$ cat config.mk
export PLATFORM = sky130hd
export DESIGN_NAME = adc0809_emu
export DESIGN_NICKNAME = d
export VERILOG_FILES = /design/src/rtl/adc0809_pkg.sv /design/src/rtl/adc0809_emu_sar_core.sv /design/src/rtl/adc0809_emu.sv
export SDC_FILE = /design/constraint.sdc
export NUM_CORES = 1
export LEC_CHECK = 0
export BUFFER_PORTS_ARGS = -buffer_cell sky130_fd_sc_hd__buf_2
export CORE_MARGIN = 2
export CORE_UTILIZATION = 50
export CTS_BUF_LIST = sky130_fd_sc_hd__clkbuf_4 sky130_fd_sc_hd__clkbuf_8 sky130_fd_sc_hd__clkbuf_16
export DETAILED_ROUTE_END_ITERATION = 12
export PLACE_DENSITY = 0.88
export SYNTH_ARGS = -nofsm -noshare
export SYNTH_HDL_FRONTEND = slang
export SYNTH_SLANG_ARGS = --single-unit
$ cat constraint.sdc
create_clock -name MCLK -period 2.35 [get_ports MCLK]
set_input_delay 0.47 -clock MCLK [delete_from_list [all_inputs] [get_ports MCLK]]
set_output_delay 0.47 -clock MCLK [all_outputs]
set_load 0.01 [all_outputs]
$ cat src/rtl/adc0809_pkg.sv
// Shared types and constants for the ADC0809-style converter emulation.
// Holds the FSM state encoding and the analog channel mux helper.
package adc0809_pkg;

    localparam int NCH = 8;
    localparam int DW  = 8;
    localparam int CSW = 3;

    typedef enum logic [1:0] {
        IDLE    = 2'd0,
        CONVERT = 2'd1,
        DONE    = 2'd2
    } state_e;

    // Pick channel ch out of the packed analog input bus.
    function automatic logic [DW-1:0] ch_select(input logic [NCH*DW-1:0] ain,
                                                input logic [CSW-1:0]    ch);
        return ain[int'(ch)*DW +: DW];
    endfunction

endpackage

$ cat src/rtl/adc0809_emu_sar_core.sv
// Successive-approximation register: loads a trial of 8'h80 and resolves one
// bit per step pulse against the held sample, MSB first.
module sar_core
    import adc0809_pkg::*;
(
    input  logic          clk_i,
    input  logic          rst_i,
    input  logic          load_i,
    input  logic          step_i,
    input  logic [DW-1:0] hold_i,
    output logic [DW-1:0] sar_o,
    output logic          last_o
);

    logic [DW-1:0] sar_q, sar_d;
    logic [2:0]    bit_q, bit_d;

    // Next trial value: a new load always overrides a pending step.
    always_comb begin
        sar_d = sar_q;
        bit_d = bit_q;
        if (load_i) begin
            sar_d = 8'h80;
            bit_d = 3'd7;
        end else if (step_i) begin
            if (sar_q > hold_i) begin
                sar_d[bit_q] = 1'b0;
            end else begin
                sar_d[bit_q] = sar_q[bit_q];
            end
            if (bit_q != 3'd0) begin
                sar_d[bit_q - 3'd1] = 1'b1;
                bit_d               = bit_q - 3'd1;
            end else begin
                bit_d = bit_q;
            end
        end else begin
            sar_d = sar_q;
        end
    end

    // SAR state registers.
    always_ff @(posedge clk_i or posedge rst_i) begin
        if (rst_i) begin
            sar_q <= 8'h00;
            bit_q <= 3'd0;
        end else begin
            sar_q <= sar_d;
            bit_q <= bit_d;
        end
    end

    assign sar_o  = sar_q;
    assign last_o = (bit_q == 3'd0);

endmodule

$ cat src/rtl/adc0809_emu.sv
// ADC0809-style 8-channel converter as seen from the CPU bus: START edge
// samples a channel, EOC reports idle/valid, DOUT is gated by OE.
module adc0809_emu
    import adc0809_pkg::*;
#(
    parameter int STEP_TICKS = 8
) (
    input  logic               MCLK,
    input  logic               RESET,
    input  logic               CEN,
    input  logic [NCH*DW-1:0]  AIN,
    input  logic [CSW-1:0]     ADDR,
    input  logic               START,
    input  logic               OE,
    output logic               EOC,
    output logic [DW-1:0]      DOUT
);

    localparam int TW = (STEP_TICKS > 1) ? $clog2(STEP_TICKS) : 1;
    localparam logic [TW-1:0] LAST_TICK = TW'(STEP_TICKS - 1);

    state_e        state_q;
    logic          start_q;
    logic [TW-1:0] tick_q;
    logic [DW-1:0] hold_q;
    logic [DW-1:0] result_q;
    logic          eoc_q;
    logic          start_rise_s;
    logic          step_s;
    logic [DW-1:0] sar_s;
    logic          last_bit_s;

    // A restart on the same edge as a decision suppresses that decision.
    always_comb begin
        start_rise_s = START & ~start_q;
        step_s       = (state_q == CONVERT) && CEN && (tick_q == LAST_TICK) && !start_rise_s;
    end

    sar_core u_sar (
        .clk_i  (MCLK),
        .rst_i  (RESET),
        .load_i (start_rise_s),
        .step_i (step_s),
        .hold_i (hold_q),
        .sar_o  (sar_s),
        .last_o (last_bit_s)
    );

    // Control FSM, tick counter, sample/hold and result commit.
    always_ff @(posedge MCLK or posedge RESET) begin
        if (RESET) begin
            state_q  <= IDLE;
            start_q  <= 1'b0;
            tick_q   <= '0;
            hold_q   <= 8'h00;
            result_q <= 8'h00;
            eoc_q    <= 1'b1;
        end else begin
            start_q <= START;
            if (start_rise_s) begin
                hold_q  <= ch_select(AIN, ADDR);
                tick_q  <= '0;
                state_q <= CONVERT;
                eoc_q   <= 1'b0;
            end else begin
                case (state_q)
                    IDLE: begin
                        eoc_q <= 1'b1;
                    end
                    CONVERT: begin
                        eoc_q <= 1'b0;
                        if (CEN) begin
                            if (tick_q == LAST_TICK) begin
                                tick_q <= '0;
                                if (last_bit_s) begin
                                    state_q <= DONE;
                                end
                            end else begin
                                tick_q <= tick_q + TW'(1);
                            end
                        end
                    end
                    DONE: begin
                        result_q <= sar_s;
                        state_q  <= IDLE;
                        eoc_q    <= 1'b1;
                    end
                    default: begin
                        state_q <= IDLE;
                        eoc_q   <= 1'b1;
                    end
                endcase
            end
        end
    end

    assign EOC  = eoc_q;
    assign DOUT = OE ? result_q : 8'h00;

endmodule

== Word level (Yosys, flattened, before mapping) ==
Index checks and enable logic that the tools add are counted.
Cells by class
  add/subtract/negate cells: 2
  magnitude comparators: 5
  equal/unequal tests: 7
  shifts and indexed selects: 1
  multiplexer cells: 28
  bitwise logic cells: 6
  reduce and logical (&&, ||, !) cells: 17
Operator list (count)
  64-bit by 7-bit variable part select with 8-bit output: 1
  8-bit two-way mux: 7
  3-bit two-way mux: 7
  8-bit AND: 1
  8-bit bitwise mux: 1
  8-bit > comparator: 1
  3-bit by 4-bit < comparator with 1-bit output (second input constant): 2
  2-bit two-way mux: 4
  8-bit NOT: 1
  8-bit OR: 1
  2-bit nonzero test: 4
  1-bit demux with 3-bit select: 2
  3-bit by 1-bit greater-or-equal comparator with 1-bit output (second input constant): 2
  3-bit inequality test (second input constant): 2
  2-bit AND reduction: 3
  1-bit logical AND: 5
  1-bit two-way mux: 5
  2-bit one-hot mux with 2 select lines: 1
  4-bit AND reduction: 1
  3-bit by 1-bit adder with 3-bit output (second input constant): 1
  1-bit binary-select mux with 3-bit select: 1
  3-bit == test (second input constant): 1
  3-bit logical NOT: 1
  3-bit by 2-bit inequality test with 1-bit output (second input constant): 1
  other kinds (9): 10
Word-level totals
  flip-flop bits (word level): 34
  bits of input ports: 72
  output and inout bits: 9
  logic and storage cells: 74

== Logic depth before layout (Yosys ltp) ==
Gate-level depths: netlist (run 1).
  depth in word-level cells: 13
  mapped depth: 8

== Modules after synthesis ==
A second synthesis (run 1) with hierarchy kept.
Second synthesis, totals
  cell total of the unflattened synthesis: 249
  area, all modules: 2429.8 µm²
By module, submodules not included
  adc0809_emu: times used 1, cells an instance 137, area each 1490.2 µm²
  sar_core: times used 1, cells an instance 112, area each 939.7 µm²

== Worst setup path after synthesis (run 1) ==
OpenSTA, ideal clock, no wires.
  path kind: reg-to-reg
  from: register u_sar.sar_q[5] (netlist: u_sar.sar_o[5])
  to: register u_sar.sar_q[7] (netlist: u_sar.sar_o[7])
  library setup time: 0.126 ns
  arrival: 1.713 ns
  required time: 2.224 ns
  path slack: 0.511 ns
  stages on the path, launching flop included: 7
  clock period less this slack: 1.839 ns
  cell sequence: dfrtp_1 -> ha_1 -> a211oi_1 -> nor2_1 -> and4bb_2 -> or3_1 -> a221o_1
Between the ends
  longest elaborated chain between the ends: 10
  elaborated cells on any way between the ends: 11
RTL lines
  from (decl): RTL line adc0809_emu_sar_core.sv:15  | logic [DW-1:0] sar_q, sar_d;
  from (signal assigned): RTL line adc0809_emu_sar_core.sv:48  | sar_q <= sar_d;
  1-bit binary-select mux with 3-bit select: RTL line adc0809_emu_sar_core.sv:29  | sar_d[bit_q] = sar_q[bit_q];
  1-bit two-way mux (not written as such): RTL line adc0809_emu_sar_core.sv:29
  8-bit bitwise mux: RTL line adc0809_emu_sar_core.sv:29
  8-bit two-way mux *: RTL line adc0809_emu_sar_core.sv:26  | if (sar_q > hold_i) begin
  8-bit two-way mux *: RTL line adc0809_emu_sar_core.sv:25  | end else if (step_i) begin
  8-bit two-way mux *: RTL line adc0809_emu_sar_core.sv:22  | if (load_i) begin
  8-bit OR (no line)
  8-bit two-way mux *: RTL line adc0809_emu_sar_core.sv:31  | if (bit_q != 3'd0) begin
  8-bit two-way mux *: RTL line adc0809_emu_sar_core.sv:25
  8-bit two-way mux *: RTL line adc0809_emu_sar_core.sv:22
Mark *: on every way between the ends. The rest lies on a longest branch, timed or not. The select of a mux whose other input is x is not followed.
A chain may end at the register's enable or synchronous reset.

== Worst setup path in the final report (run 1) ==
  from: register u_sar.sar_q[5] (netlist: u_sar.sar_o[5])
  to: register u_sar.sar_q[2] (netlist: u_sar.sar_o[2])
The elaborated chain is that of the path after synthesis.

==> results of run 1 <==
[state kept, by name (all words and copies together) (netlist names)]
| signal | cells |
|---|---|
| hold_q | 8 |
| result_q | 8 |
| u_sar.sar_o | 8 |
| tick_q | 3 |
| u_sar.bit_q | 3 |
| state_q | 2 |
| EOC | 1 |
| start_q | 1 |
[per-layer routing]
layer,part of all wire,track usage,vias up
li1,-,-,970
met1,0.37,0.253,940
met2,0.50,0.407,112
met3,0.075,0.0408,21
met4,0.057,0.147,0
met5,0,0,-
[logic make-up (layout without fill, tap and decap cells)]
group | count (synthesis) | count (layout) | share of synthesized area
simple gates | 72 | 72 | 0.162
compound gates | 42 | 42 | 0.108
flops | 34 | 34 | 0.374
mux | 32 | 32 | 0.232
buf+inv | 24 | 105 | 0.0505
fa+ha+maj | 12 | 12 | 0.0659
xor+xnor | 2 | 2 | 0.00769
[stage by stage]
step / utilization / instance area, sq um / std cells / power (W)
floorplan: - / 2280 / 218 / 0.000868
global placement: 0.618 / 2710 / 343 / 0.000968
detailed placement: 0.618 / 2710 / 343 / 0.000979
CTS: 0.644 / 2830 / 351 / 0.00151
global route: 0.644 / 2830 / 351 / 0.00158
finish: 0.644 / 2830 / 351 / 0.00150
[how the worst max path moves through the flow]
stage | to | cells after the start | from | slack (ns)
after detailed placement | u_sar.sar_o[7]$_DFFE_PP0P_ | 6 | u_sar.sar_o[5]$_DFFE_PP0P_ | 0.38
after CTS | u_sar.sar_o[7]$_DFFE_PP0P_ | 6 | u_sar.sar_o[5]$_DFFE_PP0P_ | 0.36
final | u_sar.sar_o[2]$_DFFE_PP0P_ | 6 | u_sar.sar_o[5]$_DFFE_PP0P_ | 0.36
after global placement | u_sar.sar_o[7]$_DFFE_PP0P_ | 6 | tick_q[0]$_DFFE_PP0P_ | 0.43
after floorplan | u_sar.sar_o[7]$_DFFE_PP0P_ | 6 | u_sar.sar_o[5]$_DFFE_PP0P_ | 0.51
after global routing | u_sar.sar_o[2]$_DFFE_PP0P_ | 6 | u_sar.sar_o[5]$_DFFE_PP0P_ | 0.11
[where the power goes]
group          internal (W)  switching (W)
logic              0.000158       0.000154
clock network      0.000315       0.000218
registers          0.000628      0.0000259
[worst max-delay path: cells and delay by family, from the launching register on]
kind	cells	cell delay, ns
AO/OA/AOI/OAI	3	0.85
adder cells (fa/ha/maj)	1	0.30
AND/OR/NAND/NOR	2	0.29
flip-flops	1	0.42
[cells in the final DEF, fill, tap and decap left out]
master / n
buf_2: 80
dfrtp_1: 33
nand2_1: 25
o21ai_0: 22
mux4_2: 16
inv_1: 12
ha_1: 12
mux2i_1: 10
nor2_1: 9
and2_1: 9
a21oi_1: 7
nor3_1: 7
mux2_2: 6
nand4_1: 5
clkbuf_8: 5
buf_4: 5
nor2b_1: 4
o41ai_1: 4
a31oi_1: 4
nand3_1: 3
nand2b_1: 2
nor4_1: 2
clkinvlp_4: 2
dfstp_2: 1
and4b_1: 1
nand3b_1: 1
xor2_1: 1
a211oi_1: 1
and4bb_2: 1
and4_1: 1
o31ai_1: 1
nand4b_1: 1
o221ai_1: 1
xnor2_1: 1
o211ai_1: 1
or3_1: 1
a221o_1: 1
bufinv_16: 1
[layout make-up]
| type | count | area (sq um) | area share |
|---|---|---|---|
| clock buffer | 5 | 68.8 | 0.0244 |
| inverter | 12 | 45.0 | 0.0159 |
| sequential | 34 | 852 | 0.302 |
| tap | 52 | 65.1 | 0.0230 |
| timing repair buffer | 85 | 438 | 0.155 |
| multi-input combinational | 160 | 1310 | 0.464 |
| clock inverter | 3 | 45.0 | 0.0159 |
==> flow_summary_export.csv, run 1 <==
group,metric,value,unit
logic_synthesis,yosysSeqAreaShare,0.374,
floorplan,boundaryPins,81,
floorplan,initial_core_util,0.520,
critical_path,cp_data_required_time,2.52,ns
floorplan,fp-row-count,24,
route,initialDrtViolationCount,168,
logic_synthesis,synthTopCellsByCount,"33 x dfrtp_1, 25 x nand2_1, 22 x o21ai_0",
sta,max_freq,0.503,GHz
logic_synthesis,synth_most_common_cell,"dfrtp_1",
clock_tree,post_cts_buffers,0,
logic_synthesis,synth.yosys.warnings,0,
cells_and_area,area_delta_synth_final,24.0,%
sta,worstMarginPinSlew,0.529,ns
route,viasPerCell,5.82,
critical_path,worstPathMaxFanout,7,
cells_and_area,drive_gt1_frac,0.391,
logic_synthesis,synthCells,218,
outcome,status,"complete, no violations",
cells_and_area,fill_cells,349,
clock_tree,clock_path_buffers,2,
logic_synthesis,synth-async-reset-ratio,1.00,
critical_path,path_cells,"ha_1 -> a211oi_1 -> nor2_1 -> o31ai_1 -> nor2_1 -> o41ai_1",
route,post-route-drc-count,0,
logic_synthesis,ys.flop_type,"dfrtp_1",
critical_path,crit_type,"flip-flop to flip-flop",
clock_tree,cts_tree,"done",
sta,rsz0062_at_grt,"no",
pwr,power_density,531,nW/um^2
floorplan,core,4380,sq um
critical_path,arrival,2.16,ns
critical_path,r2r_end,"u_sar.sar_o[2]$_DFFE_PP0P_",
sta,setup_violations,0,
logic_synthesis,syn_area_per_cell,10.5,sq um
global_routing,grt_pass1_wl,9000,um
global_routing,antenna_found_initial,0,
sta,skew,0.00615,ns
placed_design,hpwl,4440,um
sta,post-route-period-util,0.846,
clock_tree,cts_resized,0,
logic_synthesis,synth_cell_types,38,
cells_and_area,antennaDiodeCount,0,
logic_synthesis,synth_area_leaders,"dfrtp_1 36%, mux4_2 16%, ha_1 6.6%",
critical_path,critPathSlowestCell,"dfrtp_1",
worst_hold_path,hp-class,"input pin to asynchronous set/reset pin",
sta,slew_headroom,0.646,
critical_path,r2r_start,"u_sar.sar_o[5]$_DFFE_PP0P_",
sta,hold-worst-slack,0.255,ns
global_routing,grt_max_degree,35,
route,ant_nets,0,
clock_tree,clkLatencyLatePin,0.29,ns
sta,fin_ws,0.362,ns
placed_design,io_buffers,80,
route,num_vias,2043,
critical_path,rrSetupSlack,0.36,ns
pwr,p_leak,1.37,nW
placed_design,pre_cts_ws,0.376,ns
clock_tree,hold_buffers,0,
clock_tree,clock_sink_count,34,
critical_path,path_common_cell,"nor2_1",
clock_tree,clockRootBuffer,"clkbuf_8",
pwr,peakVddDrop,0.270,mV
logic_synthesis,synth_nets,302,
critical_path,worst-r2r-cell-count,6,
critical_path,critPathLaunchType,"flip-flop",
clock_tree,clk_pin_slew,0.07,ns
logic_synthesis,synth_top_area_cell,"dfrtp_1",
global_routing,overflow,0,
global_routing,track_usage,0.230,
run,drv_cap,0,
floorplan,fp.dieH,71.5,um
logic_synthesis,synth_area,2280,sq um
route,first_pass_iters,4,
sta,period_needed,1.99,ns
sta,slew_violations,0,
cells_and_area,final_nets,382,
floorplan,fp.dieArea,5110,sq um
floorplan,die_width,71.5,um
clock_tree,cts_buffers,5,
sta,timing.final.hold_violations,0,
critical_path,max_stage_delay,0.42,ns
sta,finalSetupTns,0,ns
route,wl_per_cell,15.3,um
clock_tree,h-tree-depth,2,
placed_design,gp_congestion,0.886,
route,finalWirelength,5370,um
critical_path,setup.worst_path.end_class,"flip-flop",
logic_synthesis,synth-seq-cells,34,
logic_synthesis,synth-edff-count,0,
global_routing,grt_pass1_vias,2050,
logic_synthesis,synth_top_area_share,0.362,
Note: power is estimated with default switching activity, not from simulation.
==> run 2, diff against run 1 <==
- ABC_AREA: default -> 1
- CORE_UTILIZATION: 50 -> 51
- clock period: 2.35 -> 1.96 ns (I/O delays scaled with it)
==> run 2 against run 1 <==
Against the previous run:
- critical path type unchanged
- combinational power increased by 81%
- largest power group unchanged
- sequential cell count unchanged
- first-iteration DRC count decreased by 14%
==> flow_summary_export.csv, run 2 <==
group,metric,value,unit
outcome,status,"complete, no violations",
critical_path,r2r_start,"u_sar.bit_q[0]$_DFFE_PP0P_",
worst_hold_path,hp-class,"input pin to asynchronous set/reset pin",
critical_path,r2r_end,"u_sar.sar_o[0]$_DFFE_PP0P_",
sta,max_freq,0.570,GHz
pwr,p_leak,1.76,nW
cells_and_area,layout_commonest_cell,"nand2_1",
clock_tree,clock_sink_count,34,
floorplan,initial_core_util,0.533,
pwr,p_sw,0.000629,W
logic_synthesis,synth_top_area_cell,"dfrtp_1",
logic_synthesis,yosysSeqAreaShare,0.336,
sta,post-route-period-util,0.895,
logic_synthesis,synth_most_common_cell,"nand2_1",
pwr,power_density,625,nW/um^2
logic_synthesis,synth_cell_types,28,
route,first_pass_iters,4,
critical_path,cp-endpoint,"u_sar.sar_o[0]$_DFFE_PP0P_",
critical_path,cp-startpoint,"u_sar.bit_q[0]$_DFFE_PP0P_",
placed_design,gp_congestion,0.864,
logic_synthesis,ys.flop_type,"dfrtp_1",
logic_synthesis,synth-edff-count,0,
pwr,peakVddDrop,0.355,mV
clock_tree,cts_resized,0,
cells_and_area,area_delta_synth_final,21.4,%
placed_design,hpwl,4590,um
logic_synthesis,synthCells,379,
clock_tree,clock_path_buffers,2,
clock_tree,clockRootBuffer,"clkbuf_8",
global_routing,antenna_found_initial,0,
critical_path,critPathSlowestCell,"dfrtp_1",
global_routing,grt_pass1_wl,10200,um
logic_synthesis,synth_area_leaders,"dfrtp_1 33%, nand2_1 14%, inv_1 8.9%",
sta,hold-worst-slack,0.200,ns
critical_path,path_common_cell,"nand2_1",
critical_path,worstPathMaxFanout,10,
cells_and_area,antennaDiodeCount,0,
global_routing,overflow,0,
floorplan,fp.dieH,74.5,um
route,viasPerCell,4.94,
route,initialDrtViolationCount,145,
route,finalWirelength,5880,um
sta,skew,0.00356,ns
pwr,power.share.sequential,0.426,
clock_tree,h-tree-depth,2,
global_routing,grt_max_degree,64,
critical_path,setup.worst_path.end_class,"flip-flop",
critical_path,arrival,1.97,ns
logic_synthesis,syn_area_per_cell,6.68,sq um
floorplan,boundaryPins,81,
cells_and_area,finish.utilization,0.647,
global_routing,track_usage,0.233,
sta,setup_violations,0,
pwr,p_clk_frac,0.280,
logic_synthesis,synth-seq-cells,34,
critical_path,rrSetupSlack,0.21,ns
cells_and_area,mostFrequentLayoutCells,"94 x nand2_1, 80 x buf_2, 60 x inv_1",
run,drv_cap,0,
sta,slew_violations,0,
pwr,cell_internal_pwr,0.00129,W
pwr,netSwitchingFraction,0.327,
critical_path,cp_data_required_time,2.18,ns
pwr,p_total,0.00192,W
logic_synthesis,synth_area,2530,sq um
sta,timing.final.hold_violations,0,
floorplan,fp-row-count,25,
logic_synthesis,synth_top_area_share,0.326,
critical_path,worst-r2r-cell-count,9,
cells_and_area,drive_gt1_frac,0.260,
logic_synthesis,synthTopCellsByCount,"94 x nand2_1, 60 x inv_1, 33 x dfrtp_1",
floorplan,fp.dieArea,5550,sq um
clock_tree,post_cts_buffers,0,
global_routing,grt_pass1_vias,2480,
clock_tree,cts_buffers,5,
critical_path,max_stage_delay,0.53,ns
route,num_vias,2575,
route,ant_nets,0,
critical_path,cp_num_cells,9,
critical_path,critPathLaunchType,"flip-flop",
critical_path,crit_buf_inv,1,
clock_tree,clk_pin_slew,0.07,ns
floorplan,core,4750,sq um
logic_synthesis,synth-async-reset-ratio,1.00,
cells_and_area,final_nets,537,
critical_path,cpLargestDelayFamily,"flip-flops",
sta,rsz0062_at_grt,"no",
sta,period_needed,1.75,ns
clock_tree,clkLatencyLatePin,0.28,ns
route,wl_per_cell,11.3,um
placed_design,io_buffers,80,
critical_path,path_cells,"inv_2 -> ha_1 -> xnor2_2 -> nand2_1 -> nor2_1 -> a21oi_2 -> nand2_1 -> nand2_1 -> nand2_1",
clock_tree,cts_tree,"done",
route,post-route-drc-count,0,
sta,finalSetupTns,0,ns
sta,worstMarginPinSlew,0.525,ns
critical_path,crit_type,"flip-flop to flip-flop",
logic_synthesis,synth_nets,463,
clock_tree,hold_buffers,0,
floorplan,die_width,74.5,um
pwr,p_comb_frac,0.294,
sta,slew_headroom,0.650,
logic_synthesis,synth.yosys.warnings,0,
-- run 2: changes by cell type in the layout (fill, tap and decap cells not counted), moves of 18 or more --
cell,before,now
nand2_1,25,94
inv_1,12,60
o21ai_1,0,30
nand3_1,3,30
o21ai_0,22,4
-- run 2: worst reg2reg max path: cells and delay by family, from the launching register on --
| kind | cells | cell delay (ns) |
|---|---|---|
| adder cells (fa/ha/maj) | 1 | 0.26 |
| AO/OA/AOI/OAI | 1 | 0.04 |
| AND/OR/NAND/NOR | 5 | 0.46 |
| buffers and inverters | 1 | 0.14 |
| XOR/XNOR | 1 | 0.27 |
| flip-flops | 1 | 0.53 |
-- run 2: area by class of cell --
class | instances | area, sq um
clock buffer | 7 | 90.1
clock inverter | 1 | 5.00
fill | 445 | 1680
tap | 67 | 83.8
timing repair buffer | 83 | 435
multi-input combinational | 255 | 1330
inverter | 74 | 283
sequential | 34 | 852
-- run 2: cells by family after synthesis --
| logic type | Yosys count | share of synthesized area |
|---|---|---|
| AOI/OAI and AO/OA | 83 | 0.191 |
| xor gates and xnor gates | 2 | 0.00988 |
| adders and majority gates | 12 | 0.0593 |
| buffers and inverters | 90 | 0.140 |
| DFF | 34 | 0.336 |
| muxes | 1 | 0.00395 |
| and+or+nand+nor | 157 | 0.259 |
-- run 2: power by group through the flow --
stage	sequential (W)	clock, W	combinational, W
2_1_floorplan	0.000812	0	0.000409
3_3_place_gp	0.000828	0	0.000539
4_1_cts	0.000819	0.000552	0.000562
6_report	0.000819	0.000538	0.000564
5_1_grt	0.000826	0.000570	0.000653
3_5_place_dp	0.000832	0	0.000558
-- run 2: how the worst min path moves through the flow --
stage / start / endpoint / slack (ns) / cells past startpoint
floorplan: START / start_q$_DFF_PP0_ / 0.42 / 0
finish: RESET / hold_q[7]$_DFFE_PP0P_ / 0.20 / 3
global placement: result_q[4]$_DFFE_PP0P_ / result_q[4]$_DFFE_PP0P_ / 0.47 / 2
global route: START / start_q$_DFF_PP0_ / 0.23 / 1
detailed placement: result_q[0]$_DFFE_PP0P_ / result_q[0]$_DFFE_PP0P_ / 0.48 / 2
CTS: RESET / u_sar.bit_q[2]$_DFFE_PP0P_ / 0.21 / 3
-- run 2: stage by stage --
stage | setup slack [ns] | std cells | instance area, sq um
finish | 0.206 | 521 | 3070
global route | 0.0518 | 521 | 3070
CTS | 0.229 | 521 | 3070
detailed placement | 0.258 | 513 | 2980
global placement | 0.347 | 513 | 2980
floorplan | 0.459 | 379 | 2530
-- run 2: routing by layer --
metal  vias up  share of wire  track usage
li1       1358              -            -
met1      1153           0.45        0.290
met2        60           0.50        0.422
met3         4          0.047       0.0379
met4         0         0.0070       0.0516
met5         -              0            0
